**src/rtl/dmem_arbiter.sv**
```systemverilog
// rtl/dmem_arbiter.sv - core/host arbiter and sequencer for a single-port synchronous data memory
module dmem_arbiter #(
  parameter int ADDR_WIDTH     = 12,
  parameter int DATA_WIDTH     = 12,
  parameter int FIXED_PRIORITY = 0
) (
  input  logic                  clk,
  input  logic                  reset,
  input  logic                  core_req,
  input  logic                  core_we,
  input  logic [ADDR_WIDTH-1:0] core_addr,
  input  logic [DATA_WIDTH-1:0] core_wdata,
  output logic                  core_ack,
  output logic [DATA_WIDTH-1:0] core_rdata,
  input  logic                  host_req,
  input  logic                  host_we,
  input  logic [ADDR_WIDTH-1:0] host_addr,
  input  logic [DATA_WIDTH-1:0] host_wdata,
  output logic                  host_ack,
  output logic [DATA_WIDTH-1:0] host_rdata,
  output logic [ADDR_WIDTH-1:0] mem_address,
  output logic [DATA_WIDTH-1:0] mem_data,
  output logic                  mem_wren,
  input  logic [DATA_WIDTH-1:0] mem_q,
  output logic                  busy,
  output logic                  last_grant
);

  typedef enum logic [1:0] {IDLE, ISSUE, CAPTURE, DONE} state_t;

  state_t                  state_q, state_d;
  logic [ADDR_WIDTH-1:0]   mem_address_q, mem_address_d;
  logic [DATA_WIDTH-1:0]   mem_data_q, mem_data_d;
  logic                    mem_wren_q, mem_wren_d;
  logic                    owner_q, owner_d;   // 1 = host owns the transaction in flight
  logic                    op_we_q, op_we_d;
  logic                    last_grant_q, last_grant_d;
  logic                    core_ack_q, core_ack_d;
  logic                    host_ack_q, host_ack_d;
  logic [DATA_WIDTH-1:0]   core_rdata_q, core_rdata_d;
  logic [DATA_WIDTH-1:0]   host_rdata_q, host_rdata_d;
  logic                    grant_host;

  // Winner selection among requesters sampled in IDLE
  always_comb begin
    if (FIXED_PRIORITY != 0) begin
      grant_host = !core_req;
    end else begin
      grant_host = host_req && (!core_req || !last_grant_q);
    end
  end

  // Next-state and registered-output logic
  always_comb begin
    state_d       = state_q;
    mem_address_d = mem_address_q;
    mem_data_d    = mem_data_q;
    mem_wren_d    = mem_wren_q;
    owner_d       = owner_q;
    op_we_d       = op_we_q;
    last_grant_d  = last_grant_q;
    core_ack_d    = 1'b0;
    host_ack_d    = 1'b0;
    core_rdata_d  = core_rdata_q;
    host_rdata_d  = host_rdata_q;
    case (state_q)
      IDLE: begin
        if (core_req || host_req) begin
          owner_d       = grant_host;
          last_grant_d  = grant_host;
          op_we_d       = grant_host ? host_we : core_we;
          mem_wren_d    = grant_host ? host_we : core_we;
          mem_address_d = grant_host ? host_addr : core_addr;
          mem_data_d    = grant_host ? host_wdata : core_wdata;
          state_d       = ISSUE;
        end
      end
      ISSUE: begin
        mem_wren_d = 1'b0;
        if (op_we_q) begin
          core_ack_d = !owner_q;
          host_ack_d = owner_q;
          state_d    = DONE;
        end else begin
          state_d = CAPTURE;
        end
      end
      CAPTURE: begin
        if (owner_q) begin
          host_rdata_d = mem_q;
        end else begin
          core_rdata_d = mem_q;
        end
        core_ack_d = !owner_q;
        host_ack_d = owner_q;
        state_d    = DONE;
      end
      DONE: begin
        state_d = IDLE;
      end
      default: begin
        state_d = IDLE;
      end
    endcase
  end

  // State and output registers; reset aborts any transaction without an ack
  always_ff @(posedge clk or negedge reset) begin
    if (!reset) begin
      state_q       <= IDLE;
      mem_address_q <= '0;
      mem_data_q    <= '0;
      mem_wren_q    <= 1'b0;
      owner_q       <= 1'b0;
      op_we_q       <= 1'b0;
      last_grant_q  <= 1'b1;
      core_ack_q    <= 1'b0;
      host_ack_q    <= 1'b0;
      core_rdata_q  <= '0;
      host_rdata_q  <= '0;
    end else begin
      state_q       <= state_d;
      mem_address_q <= mem_address_d;
      mem_data_q    <= mem_data_d;
      mem_wren_q    <= mem_wren_d;
      owner_q       <= owner_d;
      op_we_q       <= op_we_d;
      last_grant_q  <= last_grant_d;
      core_ack_q    <= core_ack_d;
      host_ack_q    <= host_ack_d;
      core_rdata_q  <= core_rdata_d;
      host_rdata_q  <= host_rdata_d;
    end
  end

  assign mem_address = mem_address_q;
  assign mem_data    = mem_data_q;
  assign mem_wren    = mem_wren_q;
  assign core_ack    = core_ack_q;
  assign host_ack    = host_ack_q;
  assign core_rdata  = core_rdata_q;
  assign host_rdata  = host_rdata_q;
  assign last_grant  = last_grant_q;
  assign busy        = (state_q != IDLE);

endmodule

```
**config.mk**
```make
export PLATFORM = sky130hd
export DESIGN_NAME = dmem_arbiter
export DESIGN_NICKNAME = d
export VERILOG_FILES = /design/src/rtl/dmem_arbiter.sv
export SDC_FILE = /design/constraint.sdc
export NUM_CORES = 1
export LEC_CHECK = 0
export ABC_AREA = 1
export ABC_CLOCK_PERIOD_IN_PS = 1700
export BUFFER_PORTS_ARGS = -buffer_cell sky130_fd_sc_hd__buf_2
export CAP_MARGIN = 20
export CORE_MARGIN = 4
export CORE_UTILIZATION = 45
export CTS_CLUSTER_DIAMETER = 80
export DETAILED_ROUTE_END_ITERATION = 6
export GPL_TIMING_DRIVEN = 0
export PLACE_DENSITY_LB_ADDON = 0.08
export SLEW_MARGIN = 5
export SYNTH_ARGS = -nofsm -noshare
export SYNTH_HDL_FRONTEND = slang
export SYNTH_SLANG_ARGS = --single-unit
```
**constraint.sdc**
```tcl
create_clock -name clk -period 1.7 [get_ports clk]
set_clock_uncertainty 0.2 [all_clocks]
set_input_delay 0.085 -clock clk [delete_from_list [all_inputs] [get_ports clk]]
set_output_delay 0.085 -clock clk [all_outputs]
set_load 0.005 [all_outputs]
```
After elaboration in Yosys (flattened, before gate mapping)
Index checks and enable logic that the tools add are counted.
{ "word_totals": {"regBits": 56, "input_bits": 66, "out_inout_bits": 53, "word_cells": 41} }
{ "op_classes": {"n_eq_ne": 4, "n_mux": 12, "bitwise_logic": 1, "reduce_logical": 13} }
{ "ops": {"columns": ["cell", "n"], "rows": [
  ["$mux W12", 2],
  ["$pmux W2 S4", 1],
  ["$reduce_and A2 Y1", 4],
  ["$pmux W1 S2", 3],
  ["$mux W1", 5],
  ["$eq A2 B2 Y1 const B", 2],
  ["$reduce_bool A2 Y1", 2],
  ["$logic_not A1 Y1", 3],
  ["$eq A2 B1 Y1 const B", 1],
  ["$logic_not A2 Y1", 1],
  ["$logic_or A1 B1 Y1", 2],
  ["$mux W2", 1],
  ["$ne A2 B2 Y1 const B", 1],
  ["$logic_and A1 B1 Y1", 1],
  ["$not A1 Y1", 1]
]} }

Longest topological paths before layout
Gate-level depths: netlist of the first run.
{ "depth": {"word_depth": 6, "mapped_depth": 8, "ltp_nobuf": 7} }

Worst setup path before layout of the first run
No wires, ideal clock.
{ "synth_timing": {"path_kind": "register -> register", "start": "register state_q[0]", "end": "register mem_address_q[0] (netlist: mem_address[0])", "setup_ps": 116, "arrival_time_ps": 1173, "t_required_ps": 1384, "setup_slack_ps": 210, "path_stages_with_launch": 8, "path_buffers": 2, "synth_period_minus_slack_ps": 1490, "path_cell_list": "dfrtp_1 inv_1 ha_1 o21ai_2 buf_4 buf_4 nand2_1 nand2_1"} }
{ "synth_via": {"elab_chain_len": 2} }
{ "synth_rtl": {"columns": ["item", "line", "text"], "rows": [
  ["start: declaration", "31", "state_t state_q, state_d;"],
  ["start signal: assignment", "122", "state_q <= state_d;"],
  ["$logic_not A2 Y1", "66", "case (state_q)"],
  ["$reduce_and A2 Y1 (no source line)", null, null],
  ["end signal: assignment", "123", "mem_address_q <= mem_address_d;"],
  ["end: declaration", "32", "logic [ADDR_WIDTH-1:0] mem_address_q, mem_address_d;"]
]} }
No other way between the ends.
A chain may end at the register's enable or synchronous reset.

Final worst setup path of the first run
{ "layout_timing": {"start": "register state_q[0]", "end": "register core_rdata_q[4] (netlist: core_rdata[4])"} }
{ "layout_via": {"elab_chain_len": 2} }
{ "layout_rtl": {"columns": ["item", "line", "text"], "rows": [
  ["$eq A2 B2 Y1", "66", null],
  ["$reduce_and A2 Y1 (no source line)", null, null],
  ["end signal: assignment", "131", "core_rdata_q <= core_rdata_d;"],
  ["end: declaration", "40", "logic [DATA_WIDTH-1:0] core_rdata_q, core_rdata_d;"]
]} }
No other way between the ends.

==> run metrics, run 1 <==
max-cap violations=0; final hold vios=0; PortBufs=118; Mapped Nets=389; syn avg cell area=8.20 um^2; Die W=84.2 um; core area=5570 um^2; pre-CTS WS=0.0689 ns; Final ANT Viol Nets=0; antenna violations before repair=0; CTS tree=yes; GRT overflow=0; clk_lat worst skew=0.31 ns; endpoint class of the critical path=flop; worst-path maximum fanout=10; Max Fclk=627 MHz; worst relative slew slack=71.8%; Longest Clk Path Bufs=2; CTS H-tree lvls=2; status=finished, final reports clean; Die Area=7090 um^2; WP data arrival=1.60 ns; dpl hpwl=4830 um; CP peak stage delay=0.41 ns; final wirelength=7720 um; Initial Util=46.9%; GRT Util Overall=22.7%; final worst path period share=93.8%; vias per cell=4.66; ANT cells=0; largest net degree at the start of global routing=40; crit-path cells=inv_2 > ha_1 > nand2_1 > buf_2 > o21ai_1; layout cells sized above 1=33.1%; placer congestion estimate=0.761; clock sinks=56; maximum VDD drop=0.896 mV; Vias=2710; synthesis-to-finish area growth=55.3%; Leak=2.32 nW; clock root buffer=clkbuf_8; RSZ-0062 raised after global routing=false; setup TNS=0 ns; min Tclk post-route=1.60 ns; Initial DRT Pass Iterations=4; chip height=84.2 um; Slew Viols, Final=0; crit path max-delay cell type=dfrtp_1; drt first-iter violations=79; Worst Hold Class=input port to flop; I/O pins=119; required time of the critical path=1.71 ns; Mapped Area=2620 um^2; DR DRC count=0; crit path kind=flop to flop; Final nets=579; Slew @ Worst Pin=0.423 ns; Final setup viols=0; pwr dens=1410 nW/um^2; vias in the first global route=2862; Synth cell types=22; Std-Cell Rows=27; clk slew on worst S/H paths=0.10 ns; final instance area=4060 um^2; FILL cells=434; global-route wire length before repair=13100 um; routed len/inst=13.3 um; Syn Inst Count=319; Final WS setup=0.105 ns; yosys warns=0; crit path launch type=flop; sequential area share after synthesis=53.6%; Post-Place Cell Area=3320 um^2; FF+latch count, synth=56; Num CTS Buffers=5
[registers in the layout, summed over array words and instances (netlist names)]
register,flops
core_rdata,12
op_we_q,1
state_q,2
core_ack,1
mem_address,12
host_ack,1
mem_data,12
owner_q,1
host_rdata,12
last_grant,1
mem_wren,1
[Yosys cell counts]
master	number	area, um^2
a21oi_1	1	5.00
buf_12	2	40.0
o21ai_0	4	20.0
buf_2	3	15.0
inv_1	19	71.3
o21ai_2	1	8.76
nor2_1	1	3.75
nor3_1	2	10.0
inv_8	1	11.3
clkbuf_2	1	5.00
nand2_4	1	11.3
buf_6	2	22.5
buf_4	4	30.0
nand2_1	167	627
inv_2	2	7.51
nand3_1	4	20.0
dfstp_2	1	26.3
o21ai_1	23	115
dfrtp_1	55	1380
clkbuf_8	1	13.8
nand2_2	20	125
ha_1	4	50.1
[per-layer routing]
metal  routed length, um  vias up  global-route usage (%)
li1                    -     1350                       -
met1                3100     1252                    26.7
met2                3920       88                    39.6
met3                 472       20                    5.59
met4                 222        0                    8.92
met5                   0        -                       0
[where the power goes]
| group | leakage, nW | internal [W] | total, W | switching [W] |
|---|---|---|---|---|
| sequential | 0.694 | 0.00198 | 0.00233 | 0.000349 |
| combinational | 1.58 | 0.00120 | 0.00263 | 0.00143 |
| clock | 0.0516 | 0.000334 | 0.000772 | 0.000437 |
| total | 2.32 | 0.00352 | 0.00573 | 0.00221 |
[what timing repair did]
| item | in CTS | in global routing |
|---|---|---|
| hold endpoints to repair | 105 | 0 |
| gates resized for setup | 0 | 6 |
| setup buffers | 0 | 0 |
| hold buffers | 64 | 0 |
| endpoints found under the setup margin | 0 | 36 |
[path summary, 6_finish.rpt]
| path | start | end | slack (ns) | cells past startpoint |
|---|---|---|---|---|
| worst max-delay path | state_q[0]$_DFFE_PN0P_ | core_rdata[4]$_DFFE_PN0P_ | 0.10 | 5 |
| worst min-delay path | core_req | state_q[1]$_DFFE_PN0P_ | 0.01 | 4 |
| worst max register to register | state_q[0]$_DFFE_PN0P_ | core_rdata[4]$_DFFE_PN0P_ | 0.10 | 5 |
| worst min register to register | mem_address[3]$_DFFE_PN0P_ | mem_address[3]$_DFFE_PN0P_ | 0.29 | 2 |
| max in group asynchronous | reset | last_grant$_DFFE_PN1P_ | 0.66 | 3 |
| min in group asynchronous | reset | mem_address[4]$_DFFE_PN0P_ | 0.04 | 2 |
[layout make-up]
cell class | instances | area, um^2 | share of cell area [%]
tap | 72 | 90.1 | 2.22
clock inverter | 2 | 13.8 | 0.339
sequential | 56 | 1400 | 34.5
timing repair buffer | 183 | 1250 | 30.8
multi-input combinational | 228 | 998 | 24.6
inverter | 22 | 90.1 | 2.22
buffer | 13 | 131 | 3.24
clock buffer | 6 | 82.6 | 2.03
[kinds of logic after synthesis]
kind of cell | share of synthesized area [%]
and+or+nand+nor | 30.5
buffers and inverters | 8.28
DFF | 53.6
adders and majority gates | 1.91
AOI/OAI and AO/OA | 5.69
[critical path, delay by kind of cell (launching register included)]
family                     cells  cell delay, ns
AOI/OAI and AO/OA              1            0.10
adders and majority gates      1            0.23
buffers and inverters          2            0.36
DFF                            1            0.41
and+or+nand+nor                1            0.20
[placed cells by master, fill, tap and decap left out, types with 3 or more instances in the layout]
master         count
buf_2            120
dfrtp_1           55
buf_4              4
buf_12             3
o21ai_0            4
clkbuf_8           7
nand3_1            4
inv_2              4
nand2_2           20
inv_1             17
ha_1               3
dlygate4sd3_1     64
o21ai_1           23
nand2_1          167
[stage by stage]
| stage | hold slack (ns) | power (W) | util [%] | instances |
|---|---|---|---|---|
| 2_1_floorplan | -0.411 | 0.00375 | - | 319 |
| 3_3_place_gp | 0.149 | 0.00476 | 59.1 | 509 |
| 3_5_place_dp | -0.156 | 0.00485 | 59.5 | 510 |
| 4_1_cts | 0.00685 | 0.00574 | 72.7 | 582 |
| 5_1_grt | 0.0406 | 0.00624 | 72.8 | 582 |
| 6_report | 0.0103 | 0.00573 | 72.8 | 582 |
Power figures use the tool's default switching activity.
==> run 2: changes to the inputs <==
--- a/config.mk
+++ b/config.mk
@@ -7,12 +7,12 @@
 export LEC_CHECK = 0
 export ABC_AREA = 1
 export ABC_CLOCK_PERIOD_IN_PS = 1700
-export BUFFER_PORTS_ARGS = -buffer_cell sky130_fd_sc_hd__buf_2
 export CAP_MARGIN = 20
 export CORE_MARGIN = 4
 export CORE_UTILIZATION = 45
 export CTS_CLUSTER_DIAMETER = 80
 export DETAILED_ROUTE_END_ITERATION = 6
+export DONT_BUFFER_PORTS = 1
 export GPL_TIMING_DRIVEN = 0
 export PLACE_DENSITY_LB_ADDON = 0.08
 export SLEW_MARGIN = 5
==> run metrics, run 2 (synthesis gave the netlist of run 1 again) <==
vias in the first global route=2330 (was 2862); I/O pins=119 (unchanged); status=finished, final reports clean (unchanged); final hold vios=0 (unchanged); final wirelength=6880 um (was 7720 um); largest net degree at the start of global routing=57 (was 40); drt first-iter violations=72 (was 79); Slew Viols, Final=0 (unchanged); crit path launch type=flop (unchanged); clk slew on worst S/H paths=0.11 ns (was 0.10 ns); layout cells sized above 1=13.2% (was 33.1%); final worst path period share=95.1% (was 93.8%); Max Fclk=619 MHz (was 627 MHz); chip height=84.2 um (unchanged); Crit Reg-Reg Startpoint=state_q[0]$_DFFE_PN0P_ (unchanged); endpoint class of the critical path=flop (unchanged); commonest cells after routing, fill and taps aside=nand2_1 (166), dlygate4sd3_1 (65), dfrtp_1 (55), o21ai_1 (23), nand2_2 (21) (was nand2_1 (167), buf_2 (120), dlygate4sd3_1 (64), dfrtp_1 (55), o21ai_1 (23)); Initial Util=46.9% (unchanged); GRT Util Overall=19.7% (was 22.7%); Post-CTS Setup Inserts=0 (unchanged); placed cell count=391 (was 510); Final setup viols=0 (unchanged); Slew @ Worst Pin=0.276 ns (was 0.423 ns); WL met1=2750 um (was 3100 um); DR DRC count=0 (unchanged); flop2flop setup slack=0.08 ns (was 0.10 ns); non-filler cells, final=465 (was 582); worst r2r path cells=7 (was 5); placer congestion estimate=0.778 (was 0.761); CTS H-tree lvls=2 (unchanged); required time of the critical path=1.69 ns (was 1.71 ns); RSZ-0062 raised after global routing=true (was false); Final ANT Viol Nets=0 (unchanged); FILL cells=479 (was 434); CTS tree=yes (unchanged); global-route wire length before repair=11400 um (was 13100 um); pwr dens=1470 nW/um^2 (was 1410 nW/um^2); min Tclk post-route=1.62 ns (was 1.60 ns); clk_lat worst skew=0.30 ns (was 0.31 ns); FF-to-FF End=mem_address[3]$_DFFE_PN0P_ (was core_rdata[4]$_DFFE_PN0P_); Leak=1.84 nW (was 2.32 nW); GRT overflow=0 (unchanged); PortBufs=0 (was 118); ANT cells=0 (unchanged); crit path kind=flop to flop (unchanged); worst-path maximum fanout=10 (unchanged); Die Area=7090 um^2 (unchanged); WP data arrival=1.61 ns (was 1.60 ns); Num CTS Buffers=5 (unchanged); most common cell after layout, fill and taps aside=nand2_1 (unchanged); dpl hpwl=4400 um (was 4830 um); maximum VDD drop=0.762 mV (was 0.896 mV); Std-Cell Rows=27 (unchanged); DR WL met3=604 um (was 472 um); antenna violations before repair=0 (unchanged); routed len/inst=14.8 um (was 13.3 um); worst setup path startpoint=state_q[0]$_DFFE_PN0P_ (unchanged); Final nets=462 (was 579); worst relative slew slack=81.6% (was 71.8%); Post-Place Cell Area=2710 um^2 (was 3320 um^2); synthesis-to-finish area growth=33.3% (was 55.3%); vias per cell=4.79 (was 4.66); Vias=2229 (was 2710); clock sinks=56 (unchanged); final instance area=3480 um^2 (was 4060 um^2); max-cap violations=0 (unchanged); Worst Hold Class=input port to asynchronous set/reset pin (was input port to flop); Die W=84.2 um (unchanged); Tot Pwr=0.00513 W (was 0.00573 W); Initial DRT Pass Iterations=4 (unchanged); core area=5570 um^2 (unchanged); clock root buffer=clkbuf_8 (unchanged); highest routed layer=met4 (unchanged); met2 WL=3440 um (was 3920 um); Longest Clk Path Bufs=2 (unchanged)
run 2: cell type report:
class                      count  area [um^2]  area share, %
inverter                      22         90.1           2.59
timing repair buffer          66          678           19.5
tap                           72         90.1           2.59
clock buffer                   5         68.8           1.97
clock inverter                 3         22.5          0.646
multi-input combinational    228         1000           28.7
sequential                    56         1400           40.3
buffer                        13          131           3.77
run 2: critical path, stage by stage, from the launching register on:
cell and delay (ns):
dfrtp_1 0.44, inv_2 0.10, ha_2 0.21, o21ai_2 0.07
buf_4 0.18, buf_4 0.18, nand2_1 0.06, nand2_1 0.06
run 2: report_power, final:
group	total, W	leakage, nW	switching (W)	internal [W]
clock network	0.000737	0.0485	0.000440	0.000297
registers	0.00253	0.694	0.000539	0.00199
logic	0.00187	1.09	0.00109	0.000779
run 2: worst max path at each step:
stage,endpoint,cells after the start
after floorplan,mem_address[0]$_DFFE_PN0P_,7
after global placement,mem_address[0]$_DFFE_PN0P_,7
after detailed placement,mem_address[3]$_DFFE_PN0P_,7
after CTS,mem_address[3]$_DFFE_PN0P_,7
after global routing,host_rdata[8]$_DFFE_PN0P_,6
final,mem_address[3]$_DFFE_PN0P_,7
run 2: per-layer routing:
layer | vias up | track usage (%)
li1 | 1110 | -
met1 | 1018 | 23.6
met2 | 93 | 33.7
met3 | 8 | 6.38
met4 | 0 | 5.85
met5 | - | 0
run 2: stage by stage:
stage / utilization (%) / hold WS (ns) / worst slack, ns / TNS, ns
after floorplan: - / -0.411 / 0.210 / 0
after global placement: 48.5 / -0.409 / 0.0830 / 0
after detailed placement: 48.5 / -0.409 / 0.0588 / 0
after CTS: 62.3 / 0.130 / 0.0281 / 0
after global routing: 62.5 / 0.119 / -0.00534 / -0.0113
final: 62.5 / 0.106 / 0.0838 / 0
run 2: timing repair:
| item | 4_1_cts | 5_1_grt |
|---|---|---|
| hold buffers | 66 | 0 |
| endpoints found under the setup margin | 0 | 44 |
| hold endpoints to repair | 109 | 0 |
| gates resized for setup | 0 | 7 |
==> run 3: changes to the inputs <==
--- a/config.mk
+++ b/config.mk
@@ -15,6 +15,7 @@
 export DONT_BUFFER_PORTS = 1
 export GPL_TIMING_DRIVEN = 0
 export PLACE_DENSITY_LB_ADDON = 0.08
+export REMOVE_ABC_BUFFERS = 1
 export SLEW_MARGIN = 5
 export SYNTH_ARGS = -nofsm -noshare
 export SYNTH_HDL_FRONTEND = slang
==> run metrics, run 3 (synthesis gave the netlist of run 1 again) <==
worst setup path startpoint=state_q[0]$_DFFE_PN0P_ (unchanged); CTS H-tree lvls=2 (unchanged); DR DRC count=0 (unchanged); drt first-iter violations=117 (was 72); final wirelength=7090 um (was 6880 um); Die Area=7090 um^2 (unchanged); commonest cells after routing, fill and taps aside=nand2_1 (165), dlygate4sd3_1 (66), dfrtp_1 (55), o21ai_1 (23), nand2_2 (22) (was nand2_1 (166), dlygate4sd3_1 (65), dfrtp_1 (55), o21ai_1 (23), nand2_2 (21)); clk_lat worst skew=0.30 ns (about the same); Final nets=457 (was 462); setup TNS=0 ns (unchanged); Initial Util=46.9% (unchanged); Hold Slack=0.0939 ns (was 0.106 ns); WP data arrival=1.59 ns (was 1.61 ns); max-cap violations=0 (unchanged); Num CTS Buffers=5 (unchanged); final hold vios=0 (unchanged); Final ANT Viol Nets=0 (unchanged); PortBufs=0 (unchanged); clock sinks=56 (unchanged); GRT overflow=0 (unchanged); CTS tree=yes (unchanged); Slew Viols, Final=0 (unchanged); layout cells sized above 1=11.6% (was 13.2%); Initial DRT Pass Iterations=4 (unchanged); Slew @ Worst Pin=0.428 ns (was 0.276 ns); worst-path maximum fanout=24 (was 10); final worst path period share=94.4% (was 95.1%); Leak=1.81 nW (was 1.84 nW); RSZ-0062 raised after global routing=true (unchanged); chip height=84.2 um (unchanged); Die W=84.2 um (unchanged); largest net degree at the start of global routing=57 (unchanged); synthesis-to-finish area growth=32.9% (was 33.3%); placer congestion estimate=0.732 (was 0.778); antenna violations before repair=0 (unchanged); clk slew on worst S/H paths=0.10 ns (was 0.11 ns); I/O pins=119 (unchanged); crit path launch type=flop (unchanged); Vias=2206 (was 2229); dpl hpwl=3760 um (was 4400 um); Final setup viols=0 (unchanged); vias per cell=4.80 (was 4.79); Crit Reg-Reg Startpoint=state_q[0]$_DFFE_PN0P_ (unchanged); endpoint class of the critical path=flop (unchanged); non-filler cells, final=460 (was 465); crit path kind=flop to flop (unchanged); Std-Cell Rows=27 (unchanged); required time of the critical path=1.69 ns (about the same); Max Fclk=623 MHz (was 619 MHz); GRT Util Overall=19.9% (was 19.7%); Longest Clk Path Bufs=2 (unchanged); most common cell after layout, fill and taps aside=nand2_1 (unchanged); placed cell count=379 (was 391); worst relative slew slack=71.4% (was 81.6%); pwr dens=1470 nW/um^2 (about the same); min Tclk post-route=1.60 ns (was 1.62 ns); global-route wire length before repair=11400 um (about the same); core area=5570 um^2 (unchanged); status=finished, final reports clean (unchanged); FILL cells=462 (was 479); ANT cells=0 (unchanged); routed len/inst=15.4 um (was 14.8 um); vias in the first global route=2243 (was 2330); clock root buffer=clkbuf_8 (unchanged); maximum VDD drop=0.722 mV (was 0.762 mV); Worst Hold Class=input port to asynchronous set/reset pin (unchanged)
==> run 3: cell count changes in the layout (fill, tap and decap cells not counted), sizes merged <==
cell,change
buf,-4
clkbuf,-2
clkinv,-2
clkinvlp,+2
dlygate4sd3,+1
inv,-1
nand2,+1
==> run 3: layout make-up <==
| class | instances | area (um^2) | area share (%) |
|---|---|---|---|
| inverters | 22 | 95.1 | 2.74 |
| clock inverters | 2 | 15.0 | 0.432 |
| flip-flops and latches | 56 | 1400 | 40.4 |
| repair buffers | 73 | 758 | 21.8 |
| multi-input cells | 229 | 1030 | 29.7 |
| clock buffers | 6 | 82.6 | 2.38 |
| well taps | 72 | 90.1 | 2.59 |
==> run 3: layer usage <==
metal / wire [um] / vias up / part of all wire (%) / track usage (%)
met3: 791 / 11 / 11 / 8.54
met1: 2810 / 984 / 40 / 23.9
met4: 105 / 0 / 1.5 / 5.26
li1: - / 1102 / - / -
met5: 0 / - / 0 / 0
met2: 3390 / 109 / 48 / 32.6
==> run 3: timing repair <==
action                                 in CTS  in global routing
pin swaps                                   0                  1
cloned                                      0                  1
endpoints found under the hold margin     110                 19
setup buffers                               1                  4
setup endpoints to repair                  51                 51
resized for setup                           2                  6
hold buffers                               66                  1
==> run 3: path summary, 6_finish.rpt <==
check	to	slack (ns)	cells after the start
setup / recovery	host_rdata[5]$_DFFE_PN0P_	0.1	5
hold / removal	host_rdata[8]$_DFFE_PN0P_	0.09	2
setup reg to reg	host_rdata[5]$_DFFE_PN0P_	0.1	5
hold reg to reg	core_ack$_DFF_PN0_	0.30	1
max in group asynchronous	last_grant$_DFFE_PN1P_	0.93	2
min in group clk	host_rdata[6]$_DFFE_PN0P_	0.28	3
==> run 3: critical path, stage by stage (launching register included) <==
cell and delay (ns):
dfrtp_1 0.42, inv_1 0.13, ha_1 0.24, nand2_2 0.27, nand2_1 0.16, o21ai_1 0.07
==> run 3: metrics by stage <==
step,cell area [um^2],util [%],setup WS [ns],total power (W)
finish,3470,62.3,0.0957,0.00510
global route,3470,62.3,-0.0164,0.00558
CTS,3390,60.8,-0.115,0.00502
detailed placement,2590,46.5,-0.210,0.00405
global placement,2580,46.3,-0.609,0.00398
floorplan,2490,-,-0.0842,0.00357
==> run 3: report_power, final <==
part	internal (W)	leakage, nW	switching, W	total, W
logic	0.000732	1.08	0.00110	0.00183
clock network	0.000331	0.0434	0.000426	0.000757
registers	0.00199	0.694	0.000525	0.00251
